**src/rtl/fetch_pc_unit.sv**
```systemverilog
// Fetch PC register and instruction-fetch front end: one outstanding memory request,
// small in-order instruction FIFO toward decode, redirect flush with wrong-path drop.
module fetch_pc_unit #(
   parameter logic [15:0] RESET_PC  = 16'h0000,
   parameter logic [15:0] PC_STEP   = 16'd2,
   parameter int unsigned BUF_DEPTH = 2
) (
   input  logic        clk,
   input  logic        rst_n,
   input  logic        redirect,
   input  logic [15:0] redirect_pc,
   input  logic        stall,
   output logic        imem_req,
   output logic [15:0] imem_addr,
   input  logic        imem_ready,
   input  logic        imem_rvalid,
   input  logic [15:0] imem_rdata,
   output logic        instr_valid,
   output logic [15:0] instr_out,
   output logic [15:0] pc_out,
   output logic [15:0] pc_inc_out
);

   localparam int unsigned PTR_W = $clog2(BUF_DEPTH);
   localparam int unsigned CNT_W = PTR_W + 1;

   typedef enum logic [1:0] {StRun, StWait, StDrain} state_e;

   state_e            state_q, state_d;
   logic [15:0]       fetch_pc_q, fetch_pc_d;
   logic [15:0]       req_pc_q, req_pc_d;
   logic [PTR_W-1:0]  rd_ptr_q, wr_ptr_q;
   logic [CNT_W-1:0]  count_q, count_d;
   logic [CNT_W-1:0]  in_flight;
   logic [15:0]       instr_mem_q [BUF_DEPTH];
   logic [15:0]       pc_mem_q    [BUF_DEPTH];
   logic              credit_ok, can_issue, accept, push, pop;

   // A kept request in flight reserves a FIFO slot; a same-cycle pop is not credited.
   always_comb begin
      in_flight = (state_q == StWait) ? CNT_W'(1) : '0;
      credit_ok = (count_q + in_flight) < CNT_W'(BUF_DEPTH);
      can_issue = (state_q == StRun) || ((state_q == StWait) && imem_rvalid);
      imem_req  = rst_n && !redirect && credit_ok && can_issue;
      accept    = imem_req && imem_ready;
      push      = !redirect && (state_q == StWait) && imem_rvalid;
      pop       = instr_valid && !stall && !redirect;
      if (redirect) begin
         count_d = '0;
      end else begin
         count_d = count_q + CNT_W'(push) - CNT_W'(pop);
      end
   end

   always_comb begin
      state_d    = state_q;
      fetch_pc_d = fetch_pc_q;
      req_pc_d   = req_pc_q;
      if (redirect) begin
         fetch_pc_d = redirect_pc;
         unique case (state_q)
            StWait, StDrain: state_d = imem_rvalid ? StRun : StDrain;
            default:         state_d = StRun;
         endcase
      end else begin
         if (accept) begin
            fetch_pc_d = fetch_pc_q + PC_STEP;
            req_pc_d   = fetch_pc_q;
         end
         unique case (state_q)
            StRun:   if (accept) state_d = StWait;
            StWait:  if (imem_rvalid) state_d = accept ? StWait : StRun;
            StDrain: if (imem_rvalid) state_d = StRun;
            default: state_d = StRun;
         endcase
      end
   end

   always_ff @(posedge clk or negedge rst_n) begin
      if (!rst_n) begin
         state_q    <= StRun;
         fetch_pc_q <= RESET_PC;
         req_pc_q   <= RESET_PC;
         rd_ptr_q   <= '0;
         wr_ptr_q   <= '0;
         count_q    <= '0;
         for (int unsigned i = 0; i < BUF_DEPTH; i++) begin
            instr_mem_q[i] <= '0;
            pc_mem_q[i]    <= '0;
         end
      end else begin
         state_q    <= state_d;
         fetch_pc_q <= fetch_pc_d;
         req_pc_q   <= req_pc_d;
         count_q    <= count_d;
         if (redirect) begin
            rd_ptr_q <= '0;
            wr_ptr_q <= '0;
         end else begin
            if (push) begin
               instr_mem_q[wr_ptr_q] <= imem_rdata;
               pc_mem_q[wr_ptr_q]    <= req_pc_q;
               wr_ptr_q              <= wr_ptr_q + PTR_W'(1);
            end
            if (pop) begin
               rd_ptr_q <= rd_ptr_q + PTR_W'(1);
            end
         end
      end
   end

   assign imem_addr   = fetch_pc_q;
   assign instr_valid = (count_q != '0);
   assign instr_out   = instr_mem_q[rd_ptr_q];
   assign pc_out      = pc_mem_q[rd_ptr_q];
   assign pc_inc_out  = pc_out + PC_STEP;

endmodule

```
**config.mk**
```make
export PLATFORM = sky130hd
export DESIGN_NAME = fetch_pc_unit
export DESIGN_NICKNAME = d
export VERILOG_FILES = /design/src/rtl/fetch_pc_unit.sv
export SDC_FILE = /design/constraint.sdc
export NUM_CORES = 1
export LEC_CHECK = 0
export BUFFER_PORTS_ARGS = -buffer_cell sky130_fd_sc_hd__buf_2
export CAP_MARGIN = 20
export CORE_ASPECT_RATIO = 1.4
export CORE_UTILIZATION = 44
export DETAILED_ROUTE_END_ITERATION = 7
export PLACE_DENSITY = 0.66
export SYNTH_ARGS = -nofsm -noshare
export SYNTH_HDL_FRONTEND = slang
export SYNTH_SLANG_ARGS = --single-unit
```
**constraint.sdc**
```tcl
create_clock -name clk -period 4.2 [get_ports clk]
set_input_delay 0.21 -clock clk [delete_from_list [all_inputs] [get_ports clk]]
set_output_delay 0.21 -clock clk [all_outputs]
set_load 0.02 [all_outputs]
```
Word level (Yosys, flattened, before mapping)
Cells that the tools add are included.
{ "totals": {"output_inout_bits": 66, "elab_cells": 77, "regBits": 102, "inputBits": 38} }
{ "op_classes": {"n_eq_ne": 5, "addsub": 7, "muxes": 26, "n_bitwise": 3, "magnitude_cmp": 4, "reduce_logical": 22} }
{ "op_table": {"columns": ["op", "n"], "rows": [
  ["two-way mux 16 bit", 9],
  ["bitwise mux 32 bit", 2],
  ["adder 16 x 2 -> 16 bit (second input constant)", 2],
  ["demux 16 bit (select 1 bit)", 1],
  ["two-way mux 2 bit", 7],
  ["logical AND 1 bit", 10],
  ["!= test 3 bit (second input constant)", 3],
  ["nonzero test 2 bit", 4],
  ["two-way mux 1 bit", 6],
  ["one-hot mux 2 bit (3 select lines)", 1],
  ["adder 2 x 1 -> 2 bit", 2],
  ["greater-or-equal comparator 2 bit (second input constant)", 2],
  ["inverter 1 -> 2 bit", 2],
  ["AND reduction 2 bit", 2],
  ["AND reduction 3 bit", 1],
  ["adder 1 bit (second input constant)", 2],
  ["equality test 2 x 1 -> 1 bit (second input constant)", 1],
  ["equality test 2 bit (second input constant)", 1],
  ["zero test 1 bit", 2],
  ["zero test 2 bit", 1],
  ["< comparator 2 x 1 -> 1 bit (second input constant)", 1],
  ["< comparator 2 bit (second input constant)", 1],
  ["OR reduction 2 bit", 1],
  ["subtractor 2 x 1 -> 2 bit", 1],
  ["2 further kinds", 2]
]} }

Depth between registers and ports, before layout
{ "depth": {"ltp_word": 11, "depth_mapped": 12, "ltp_nobuf": 9} }

Worst setup path after synthesis
Ideal clock, no wire load.
{ "synth_timing": {"kind": "reg-to-output", "start": "register rd_ptr_q", "end": "output pc_inc_out[13]", "slack_ns": 0.819, "arrival_ns": 3.171, "required_time_ns": 3.990, "stages_incl_launch_ff": 13, "n_path_buf": 4, "cell_sequence": "dfrtp_1 > buf_2 > buf_2 > buf_1 > buf_2 > mux2i_1 > inv_1 > ha_1 > nand4b_1 > a21oi_1 > and2_1 > nor2b_1 > xnor2_1"} }
{ "synth_via": {"elab_chain_len": 5} }
{ "synth_rtl": {"columns": ["item", "line", "source"], "rows": [
  ["start: declaration", "32", "logic [PTR_W-1:0] rd_ptr_q, wr_ptr_q;"],
  ["start signal: assignment", "106", "rd_ptr_q <= rd_ptr_q + PTR_W'(1);"],
  ["inverter 1 -> 2 bit (not written as such)", "115", "assign pc_out = pc_mem_q[rd_ptr_q];"],
  ["two-way mux 16 bit (not written as such) (3 in a row)", "115", null],
  ["named net pc_out[1]", "20", "output logic [15:0] pc_out,"],
  ["adder 16 x 2 -> 16 bit", "116", "assign pc_inc_out = pc_out + PC_STEP;"],
  ["end: declaration", "21", "output logic [15:0] pc_inc_out"]
]} }
The timed path passes the listed nets, and every way through them passes these cells. The select of a mux whose other input is x is not followed.

Worst setup path after layout
{ "layout_timing": {"start": "register rd_ptr_q", "end": "output pc_inc_out[13]"} }
{ "layout_via": {"elab_chain_len": 5} }
{ "layout_rtl": {"columns": ["item", "line"], "rows": [
  ["inverter 1 -> 2 bit (not written as such)", "115"],
  ["two-way mux 16 bit (not written as such) (3 in a row)", "115"],
  ["adder 16 x 2 -> 16 bit", "116"]
]} }
No other way between the ends. The select of a mux whose other input is x is not followed.

==> results.toml <==
[status]
status = "complete, no violations"

[drt]
drt_iter0_drc = 158
via_per_inst = 5.41
wl_per_cell_microns = 16.2
drc = 0
final_antenna_net_count = 0
totalWireLength_microns = 10800
vias = 3618
dr.pass1.iters = 4

[clocking]
clk_pin_slew_worst_paths_ns = 0.06
cts_num_sinks = 102
clk_latency_ns = 0.34
clockRootBuffer = "clkbuf_16"
cts_tree = "done"
cts_max_level = 3
cts-buffers-inserted = 9
max-clock-path-buffers = 2

[yosys]
synth_ff_type = "dfrtp_1"
async_flop_share = 1.00
yosysUniqueCellTypes = 41
synth_edf_count = 0
synth-seq-cells = 102
netlist_instances = 429
ys_seq_area_frac = 0.511
avgSynthCellArea_sq_um = 11.7
syn_nets = 474
synth_area_sq_mm = 0.00500
synth_warnings = 0

[place]
place_area_sq_mm = 0.00559
dp.cells = 653
hpwl_microns = 7470
io_buffers = 103
place_congestion = 0.816

[power]
p_leak_nw = 3.02
powerDensity_mw_per_mm2 = 546
peakVddDrop_mv = 0.236

[die]
row_count = 45
fp.dieH_microns = 128
fp.dieArea_sq_mm = 0.0118
ios = 104
die_w_microns = 92.1
coreArea_sq_mm = 0.0110
start_util = 0.455

[sta]
fmax_mhz = 300
hold_viol_final = 0
tightest_slew_ns = 1.05
setup_tns_ns = 0
slew-limit-headroom = 0.299
timing.final.crit_share = 0.794
rsz0062_at_grt = "no"
period_needed_ns = 3.34
maxSlewViolCount = 0
setup_viol = 0
finClkSkew_ns = 0.00402

[cells_and_area]
mostFrequentLayoutCell = "buf_2"
n_antenna_cell = 0
final_cells = 669
mostFrequentLayoutCells = "buf_2 (102), dfrtp_1 (101), mux2_2 (92)"
final_nets = 569
stdcell_area_sq_mm = 0.00587
area_growth_pct = 17.4
drive_above_1_share = 0.411

[hold_path]
hold_class = "input pin to register"
holdPathStages = 3
hold_start = "redirect_pc[2]"
worstHoldEndpoint = "imem_addr[2]"

[global_routing]
grt_max_degree = 59
antenna_found_initial = 0
grt_overflow = 0
grt_pass1_vias = 3628
grt.total_usage = 0.192
grt_pass1_wl_microns = 17700

[worst_setup_path]
worstSetupEndpointType = "primary output"
critPathKind = "register to primary output"
path_max_fanout = 46
cp.arrival_ns = 3.13
required_ns = 3.99
r2r_start = "state_q[1]"
cp-start-kind = "register"
r2r-end = "imem_addr[13]"
r2r_slack_ns = 1.30
r2r_cells = 7

[flow_run]
maxCapViolCount = 0
-- flip-flops by register name, indices dropped and copies added, names as in the netlist --
signal	cells
rd_ptr_q	1
req_pc_q	16
imem_addr	16
state_q	2
pc_mem_q	32
count_q	2
instr_mem_q	32
wr_ptr_q	1
-- cells in the mapped netlist (2+ instances only) --
master | number | area (sq um)
ha_1 | 7 | 87.6
mux2_2 | 92 | 1040
o21ai_0 | 12 | 60.1
and3_1 | 3 | 18.8
nand3_1 | 11 | 55.1
buf_6 | 5 | 56.3
nor3b_1 | 2 | 15.0
and2_1 | 3 | 18.8
nand2_1 | 57 | 214
dfrtp_1 | 102 | 2550
clkbuf_1 | 9 | 33.8
or3_1 | 2 | 12.5
nor2_1 | 13 | 48.8
nand4_1 | 8 | 50.1
a221o_1 | 8 | 80.1
o21bai_1 | 3 | 22.5
nor3_1 | 8 | 40.0
a22oi_1 | 3 | 22.5
nor2b_1 | 3 | 18.8
nand3b_1 | 2 | 15.0
inv_1 | 14 | 52.6
xnor2_1 | 8 | 70.1
xor2_1 | 8 | 70.1
buf_2 | 7 | 35.0
nand4b_1 | 3 | 26.3
mux2i_1 | 5 | 50.1
a21o_1 | 9 | 67.6
a21oi_1 | 9 | 45.0
-- power by group --
part           total, mW  switching, mW  leakage (nW)  internal (mW)
Clock              0.761          0.330         0.133          0.431
Combinational       1.08          0.624          1.55          0.461
Sequential          1.36          0.163          1.34           1.20
Total               3.20           1.12          3.02           2.09
-- cells by family after synthesis --
family	share of synthesized area
and+or+nand+nor	0.113
AOI/OAI and AO/OA	0.0728
buffers and inverters	0.0378
muxes	0.220
xor gates and xnor gates	0.0280
DFF	0.511
adders and majority gates	0.0175
-- per-layer routing --
layer / up-vias / track usage / part of all wire
met4: 0 / 0.0864 / 0.016
met2: 108 / 0.328 / 0.50
met1: 1795 / 0.232 / 0.42
met3: 13 / 0.0427 / 0.058
met5: - / 0 / 0
li1: 1702 / - / -
-- cell type report --
class                      count  area (sq um)
clock buffer                  14           264
clock inverter                 1          5.00
fill                         978          5110
inverter                      14          52.6
multi-input combinational    290          2260
sequential                   102          2550
tap                          141           176
timing repair buffer         107           551
-- worst max-delay path, cell delays in order, from the launching register on --
cell     delay [ns]
dfrtp_2        0.97
mux2i_1        0.20
inv_1          0.12
ha_1           0.22
nand4_1        0.13
a21oi_1        0.33
and2_1         0.30
nor2b_1        0.19
xnor2_1        0.13
buf_2          0.18
-- worst max path at each step --
stage / from / end / cells after the start
2_1_floorplan: rd_ptr_q / pc_inc_out[13] / 12
3_3_place_gp: rd_ptr_q / pc_inc_out[13] / 8
3_5_place_dp: rd_ptr_q / pc_inc_out[13] / 8
4_1_cts: rd_ptr_q / pc_inc_out[13] / 8
5_1_grt: rd_ptr_q / pc_inc_out[15] / 9
6_report: rd_ptr_q / pc_inc_out[13] / 9
-- timing repair --
item / 4_1_cts / 5_1_grt
endpoints found under the hold margin: 44 / 0
gates resized for setup: 0 / 0
buffers inserted: 0 / 0
hold buffers: 1 / 0
endpoints found under the setup margin: 0 / 0
-- through the flow --
| stage | util | worst slack [ns] | hold WS, ns | power (mW) |
|---|---|---|---|---|
| floorplan | - | 0.819 | -0.0856 | 2.10 |
| global placement | 0.509 | 1.29 | 0.243 | 2.44 |
| detailed placement | 0.509 | 1.24 | 0.250 | 2.47 |
| CTS | 0.534 | 0.854 | 0.0714 | 3.25 |
| global route | 0.534 | 0.640 | 0.0935 | 3.40 |
| finish | 0.534 | 0.863 | 0.0787 | 3.20 |
No activity file was read; power rests on OpenSTA's default activity.
